==> config.mk <==
export PLATFORM = sky130hd
export DESIGN_NAME = ebpf_shift_exec_stage
export DESIGN_NICKNAME = d
export VERILOG_FILES = /design/src/rtl/ebpf_shift_exec_stage.sv
export SDC_FILE = /design/constraint.sdc
export NUM_CORES = 1
export LEC_CHECK = 0
export ABC_AREA = 1
export BUFFER_PORTS_ARGS = -buffer_cell sky130_fd_sc_hd__buf_2
export CORE_ASPECT_RATIO = 1.1
export CORE_MARGIN = 5
export CORE_UTILIZATION = 40
export DETAILED_ROUTE_END_ITERATION = 10
export SLEW_MARGIN = 20
export SYNTH_ARGS = -nofsm -noshare
export SYNTH_HDL_FRONTEND = slang
export SYNTH_SLANG_ARGS = --single-unit
==> constraint.sdc <==
create_clock -name clk -period 2.29 [get_ports clk]
set_clock_uncertainty 0.2 [all_clocks]
set_input_delay 0 -clock clk [delete_from_list [all_inputs] [get_ports clk]]
set_output_delay 0 -clock clk [all_outputs]
set_load 0.05 [all_outputs]
==> src/rtl/ebpf_shift_exec_stage.sv <==
// Two-stage execute unit for the eBPF LSH/RSH/ARSH instructions (ALU32 and ALU64 classes).
// S1 holds the decoded operation, S2 holds the shift result; both stages stall together under backpressure.
module ebpf_shift_exec_stage #(
    parameter int DATA_W    = 64,
    parameter int REG_IDX_W = 4
) (
    input  logic                 clk,
    input  logic                 rst_n,
    input  logic                 flush,
    input  logic                 in_valid,
    output logic                 in_ready,
    input  logic [7:0]           in_opcode,
    input  logic [REG_IDX_W-1:0] in_dst_idx,
    input  logic [DATA_W-1:0]    in_dst_val,
    input  logic [DATA_W-1:0]    in_src_val,
    input  logic [31:0]          in_imm,
    output logic                 out_valid,
    input  logic                 out_ready,
    output logic [REG_IDX_W-1:0] out_dst_idx,
    output logic [DATA_W-1:0]    out_result,
    output logic                 out_we,
    output logic                 out_err
);

    typedef enum logic [1:0] {
        OP_LSH  = 2'd0,
        OP_RSH  = 2'd1,
        OP_ARSH = 2'd2
    } shift_op_e;

    logic                 s1_valid_q, s1_valid_d;
    shift_op_e            s1_op_q, s1_op_d;
    logic                 s1_is64_q, s1_is64_d;
    logic [5:0]           s1_amt_q, s1_amt_d;
    logic [DATA_W-1:0]    s1_operand_q, s1_operand_d;
    logic [REG_IDX_W-1:0] s1_dst_idx_q, s1_dst_idx_d;
    logic                 s1_err_q, s1_err_d;

    logic                 s2_valid_q, s2_valid_d;
    logic [DATA_W-1:0]    s2_result_q, s2_result_d;
    logic [REG_IDX_W-1:0] s2_dst_idx_q, s2_dst_idx_d;
    logic                 s2_err_q, s2_err_d;

    logic                 s2_load;
    logic                 in_accept;
    logic                 is_alu64;
    logic                 is_alu32;
    logic                 op_legal;
    shift_op_e            dec_op;
    logic [DATA_W-1:0]    src_full;
    logic [DATA_W-1:0]    shift64;
    logic [31:0]          shift32;
    logic [DATA_W-1:0]    shift_result;

    // S1 advances exactly when S2 loads, so a full pipe with out_ready high accepts every cycle.
    assign s2_load   = !s2_valid_q || out_ready;
    assign in_ready  = !s1_valid_q || s2_load;
    assign in_accept = in_valid && in_ready && !flush;

    always_comb begin
        is_alu64 = (in_opcode[2:0] == 3'h7);
        is_alu32 = (in_opcode[2:0] == 3'h4);
        src_full = in_opcode[3] ? in_src_val : {{(DATA_W-32){in_imm[31]}}, in_imm};
        dec_op   = OP_LSH;
        op_legal = 1'b0;
        case (in_opcode[7:4])
            4'h6: begin dec_op = OP_LSH;  op_legal = 1'b1; end
            4'h7: begin dec_op = OP_RSH;  op_legal = 1'b1; end
            4'hC: begin dec_op = OP_ARSH; op_legal = 1'b1; end
            default: begin dec_op = OP_LSH; op_legal = 1'b0; end
        endcase
    end

    always_comb begin
        s1_valid_d   = s1_valid_q;
        s1_op_d      = s1_op_q;
        s1_is64_d    = s1_is64_q;
        s1_amt_d     = s1_amt_q;
        s1_operand_d = s1_operand_q;
        s1_dst_idx_d = s1_dst_idx_q;
        s1_err_d     = s1_err_q;
        if (flush) begin
            s1_valid_d = 1'b0;
        end else if (s2_load) begin
            s1_valid_d = in_accept;
            if (in_accept) begin
                s1_op_d      = dec_op;
                s1_is64_d    = is_alu64;
                s1_amt_d     = is_alu64 ? src_full[5:0] : {1'b0, src_full[4:0]};
                s1_operand_d = in_dst_val;
                s1_dst_idx_d = in_dst_idx;
                s1_err_d     = !(op_legal && (is_alu64 || is_alu32));
            end
        end
    end

    // ALU32 shifts see only the low word; ARSH32 therefore takes its sign from bit 31.
    always_comb begin
        shift64 = '0;
        shift32 = '0;
        case (s1_op_q)
            OP_LSH: begin
                shift64 = s1_operand_q << s1_amt_q;
                shift32 = s1_operand_q[31:0] << s1_amt_q[4:0];
            end
            OP_RSH: begin
                shift64 = s1_operand_q >> s1_amt_q;
                shift32 = s1_operand_q[31:0] >> s1_amt_q[4:0];
            end
            OP_ARSH: begin
                shift64 = $signed(s1_operand_q) >>> s1_amt_q;
                shift32 = $signed(s1_operand_q[31:0]) >>> s1_amt_q[4:0];
            end
            default: begin
                shift64 = '0;
                shift32 = '0;
            end
        endcase
        if (s1_err_q)
            shift_result = '0;
        else if (s1_is64_q)
            shift_result = shift64;
        else
            shift_result = {{(DATA_W-32){1'b0}}, shift32};
    end

    always_comb begin
        s2_valid_d   = s2_valid_q;
        s2_result_d  = s2_result_q;
        s2_dst_idx_d = s2_dst_idx_q;
        s2_err_d     = s2_err_q;
        if (flush) begin
            s2_valid_d = 1'b0;
        end else if (s2_load) begin
            s2_valid_d = s1_valid_q;
            if (s1_valid_q) begin
                s2_result_d  = shift_result;
                s2_dst_idx_d = s1_dst_idx_q;
                s2_err_d     = s1_err_q;
            end
        end
    end

    always_ff @(posedge clk or negedge rst_n) begin
        if (!rst_n) begin
            s1_valid_q   <= 1'b0;
            s1_op_q      <= OP_LSH;
            s1_is64_q    <= 1'b0;
            s1_amt_q     <= '0;
            s1_operand_q <= '0;
            s1_dst_idx_q <= '0;
            s1_err_q     <= 1'b0;
            s2_valid_q   <= 1'b0;
            s2_result_q  <= '0;
            s2_dst_idx_q <= '0;
            s2_err_q     <= 1'b0;
        end else begin
            s1_valid_q   <= s1_valid_d;
            s1_op_q      <= s1_op_d;
            s1_is64_q    <= s1_is64_d;
            s1_amt_q     <= s1_amt_d;
            s1_operand_q <= s1_operand_d;
            s1_dst_idx_q <= s1_dst_idx_d;
            s1_err_q     <= s1_err_d;
            s2_valid_q   <= s2_valid_d;
            s2_result_q  <= s2_result_d;
            s2_dst_idx_q <= s2_dst_idx_d;
            s2_err_q     <= s2_err_d;
        end
    end

    assign out_valid   = s2_valid_q;
    assign out_dst_idx = s2_dst_idx_q;
    assign out_result  = s2_result_q;
    assign out_err     = s2_valid_q && s2_err_q;
    assign out_we      = s2_valid_q && !s2_err_q;

endmodule

==> metrics.md <==
| Metric | Value |
|---|---|
| Number of synthesized flops with an enable pin | `0` |
| Pleak | `between 10 and 15 nW` |
| Core Rows | `73` |
| Ant diodes | `0` |
| Largest net degree at the start of global routing | `73` |
| Commonest non-fill, non-tap cell in the layout | `nand2_1` |
| Synthesized Nets | `between 2000 and 3000` |
| Synth Instances | `around 2600` |
| DR vias/cell | `6.31` |
| CP Data Required Time | `2.46 ns` |
| Worst-skew pair later-pin latency | `~0.48 ns` |
| Core ar. | `36100 um2` |
| Clk slew on worst S/H paths | `about 0.080 ns` |
| VDD IR max | `roughly 0.00076 V` |
| Max-slew violations | `0` |
| Synth warn | `0` |
| RSZ-0062 raised after global routing | `true` |
| Failing checks | `negative setup slack` |
| PnR worst setup slack | `-0.278 ns` |
| P&R area growth vs syn | `62.0%` |
| CTS tree | `yes` |
| Port Buffers | `164` |
| Place WS | `-0.326 ns` |
| Clock Tree Buf Depth | `2` |
| Max_cap viols | `0` |
| Number of routed nets with antenna violations | `0` |
| Most frequent cells in the layout | `nand2_1, nand3_1, buf_4` |
| Clock Root Buffer | `clkbuf_16` |
| Worst-margin pin slew | `0.781 ns` |
| Status | `finished, violations left` |
| HPWL after DPL | `66.7 mm` |
| IO Count | `around 250` |
| Post-Route WL | `roughly 95 mm` |
| Count of endpoints failing setup in the final report | `64` |
| DP Area | `between 15000 and 20000 um2` |
| Drt first pass iters | `7` |
| Crit. End Element | `register` |
| Die footprint | `approximately 40000 um2` |
| Routability cong. | `~1.1` |
| Num CTS Buffers | `17` |
| NumNets Final | `3318` |
| Vias in the first global route | `about 20000` |
| Clock Sinks | `between 100 and 150` |
| Worst reg-to-reg path cell count | `10` |
| Worst setup SP type | `register` |
| Effective utilization at floorplan | `around two fifths` |
| Critical R2R Launch | `s1_amt_q[1]` |
| Hold path depth | `4` |
| Distinct cells, synth | `38` |
| Syn Std Cell Area | `14600 um2` |
| Layout cells sized above 1 | `a little under two fifths` |
| Max_slew headroom | `between 40% and 50%` |
| H-tree level count | `4` |
| P per Cell Area | `about 800 nW/um2` |
| Post-layout util | `roughly 66%` |
| Final hold violations | `0` |
| Synth Area per Inst | `5.66 um2` |
| # fillers | `between 3000 and 4000` |
| First-pass GRT wire length | `around 130 mm` |
| Worst-path fanout max | `24` |
| R2r endpoint | `out_result[14]` |
| Clock period minus worst slack | `between 2 and 3 ns` |
| Sequential area share after synthesis | `between 20 and 30%` |
| Initial antenna violation count | `4` |
| Fmax | `a little under 400 MHz` |
| Finished Cell Area | `between 20000 and 25000 um2` |
| HP Start | `in_dst_val[4]` |
| Hold endpoint | `s1_operand_q[4]` |
| Yosys reg bits | `roughly 150` |
| Leading register cell type out of synthesis | `dfrtp_1` |
| Die H | `around 210 um` |
| Via count | `~23000` |
| Period utilization | `112%` |
| GR Overflow Total | `0` |
| Post-route DRC | `0` |
| Hold Crit Class | `in2reg` |
| Asr flop ratio synth | `100%` |
| Type of the worst setup path | `reg2reg` |
| Die width | `192 um` |
| Flop2flop setup slack | `-0.28 ns` |
| Crit path DAT | `around 2.7 ns` |
| Total track usage | `between 40% and 50%` |
| DR WL/cell | `about 26 um` |
| DRT iter0 DRCs | `between 4000 and 5000` |
==> where the power goes <==
part	internal (mW)	leakage [nW]	switching (mW)
Combinational	4.34	9.79	8.04
Clock	1.57	0.298	1.48
Sequential	2.97	1.93	0.383
Total	8.88	12.0	9.90
==> cell type report <==
cell class / instances / area [um2] / share of cell area [%]
timing repair buffer: 724 / 6190 / 26.2
tap: 487 / 609 / 2.58
clock buffer: 17 / 425 / 1.80
inverter: 73 / 303 / 1.28
sequential: 149 / 3740 / 15.8
multi-input combinational: 2176 / 12200 / 51.5
clock inverter: 15 / 185 / 0.783
==> registers in the layout, indices dropped and copies added, names as in the netlist <==
| name | flops |
|---|---|
| s1_op_q | 2 |
| s1_dst_idx_q | 4 |
| s1_valid_q | 1 |
| out_valid | 1 |
| s1_is64_q | 1 |
| s1_amt_q | 6 |
| out_dst_idx | 4 |
| s1_err_q | 1 |
| out_result | 64 |
| s1_operand_q | 64 |
| s2_err_q | 1 |
==> how the worst max path moves through the flow <==
stage | startpoint | to
floorplan | out_valid | out_result[31]
global placement | s1_amt_q[2] | out_result[46]
detailed placement | s1_amt_q[2] | out_result[46]
CTS | s1_amt_q[2] | out_result[46]
global route | s1_amt_q[1] | out_result[8]
finish | s1_amt_q[1] | out_result[14]
==> cells in the mapped netlist, types with 2 or more instances <==
master / instances / area share, %
inv_2: 13 / 0.33
nor3_1: 5 / 0.17
a31oi_1: 8 / 0.34
nor2_1: 76 / 2.0
nor2_4: 2 / 0.15
nand4_1: 25 / 1.1
buf_6: 5 / 0.39
clkbuf_1: 82 / 2.1
inv_1: 55 / 1.4
o22ai_1: 3 / 0.13
buf_1: 27 / 0.69
nand3_1: 837 / 29
dfrtp_1: 149 / 26
and3_1: 2 / 0.086
o211ai_1: 38 / 2.0
and2_1: 3 / 0.13
buf_2: 54 / 1.9
or2_0: 2 / 0.086
nor2_2: 9 / 0.39
o21ai_1: 40 / 1.4
a21boi_0: 2 / 0.10
buf_4: 11 / 0.57
nor2_8: 2 / 0.27
a21oi_1: 44 / 1.5
o21ai_0: 50 / 1.7
nand2_1: 1017 / 26
clkinv_1: 5 / 0.13
==> per-layer routing <==
metal,vias up,global-route usage (%),routed length (um)
met5,-,0,36
li1,9838,-,-
met4,6,24.1,8120
met3,511,9.56,11800
met2,1917,61.8,39800
met1,10700,57.2,35400
==> worst max-delay path, stage by stage (launching register included) <==
cell and delay, ns:
dfrtp_4 0.52, buf_16 0.24, buf_8 0.18, nand3_1 0.15, nand3_2 0.12, nand2_2 0.10
buf_4 0.14, o211ai_1 0.41, nand3_1 0.24, nand3_1 0.12, nand2_1 0.05
==> per-stage QoR <==
step | instances | power (mW) | hold WS, ns | setup TNS [ns]
after floorplan | 2577 | 8.38 | -0.496 | 0
after global placement | 3464 | 12.8 | -0.167 | -8.85
after detailed placement | 3464 | 12.9 | -0.157 | -9.24
after CTS | 3618 | 16.5 | 0.0363 | -6.26
after global routing | 3641 | 19.4 | 0.0784 | -13.31
final | 3641 | 18.8 | 0.0561 | -9.69
==> what timing repair did <==
action	4_1_cts	5_1_grt
buffers inserted	3	14
endpoints found under the setup margin	64	68
endpoints found under the hold margin	232	0
pin swaps	16	75
resized for setup	149	497
hold buffers	115	0
cloned	4	9
==> logic make-up after synthesis <==
kind of cell | Yosys count | share of synthesized area (%)
and+or+nand+nor | 1986 | 59.5
buffers and inverters | 252 | 7.48
AOI/OAI and AO/OA | 189 | 7.41
DFF | 149 | 25.5
muxes | 1 | 0.0686
(Power assumes the default switching activity.)
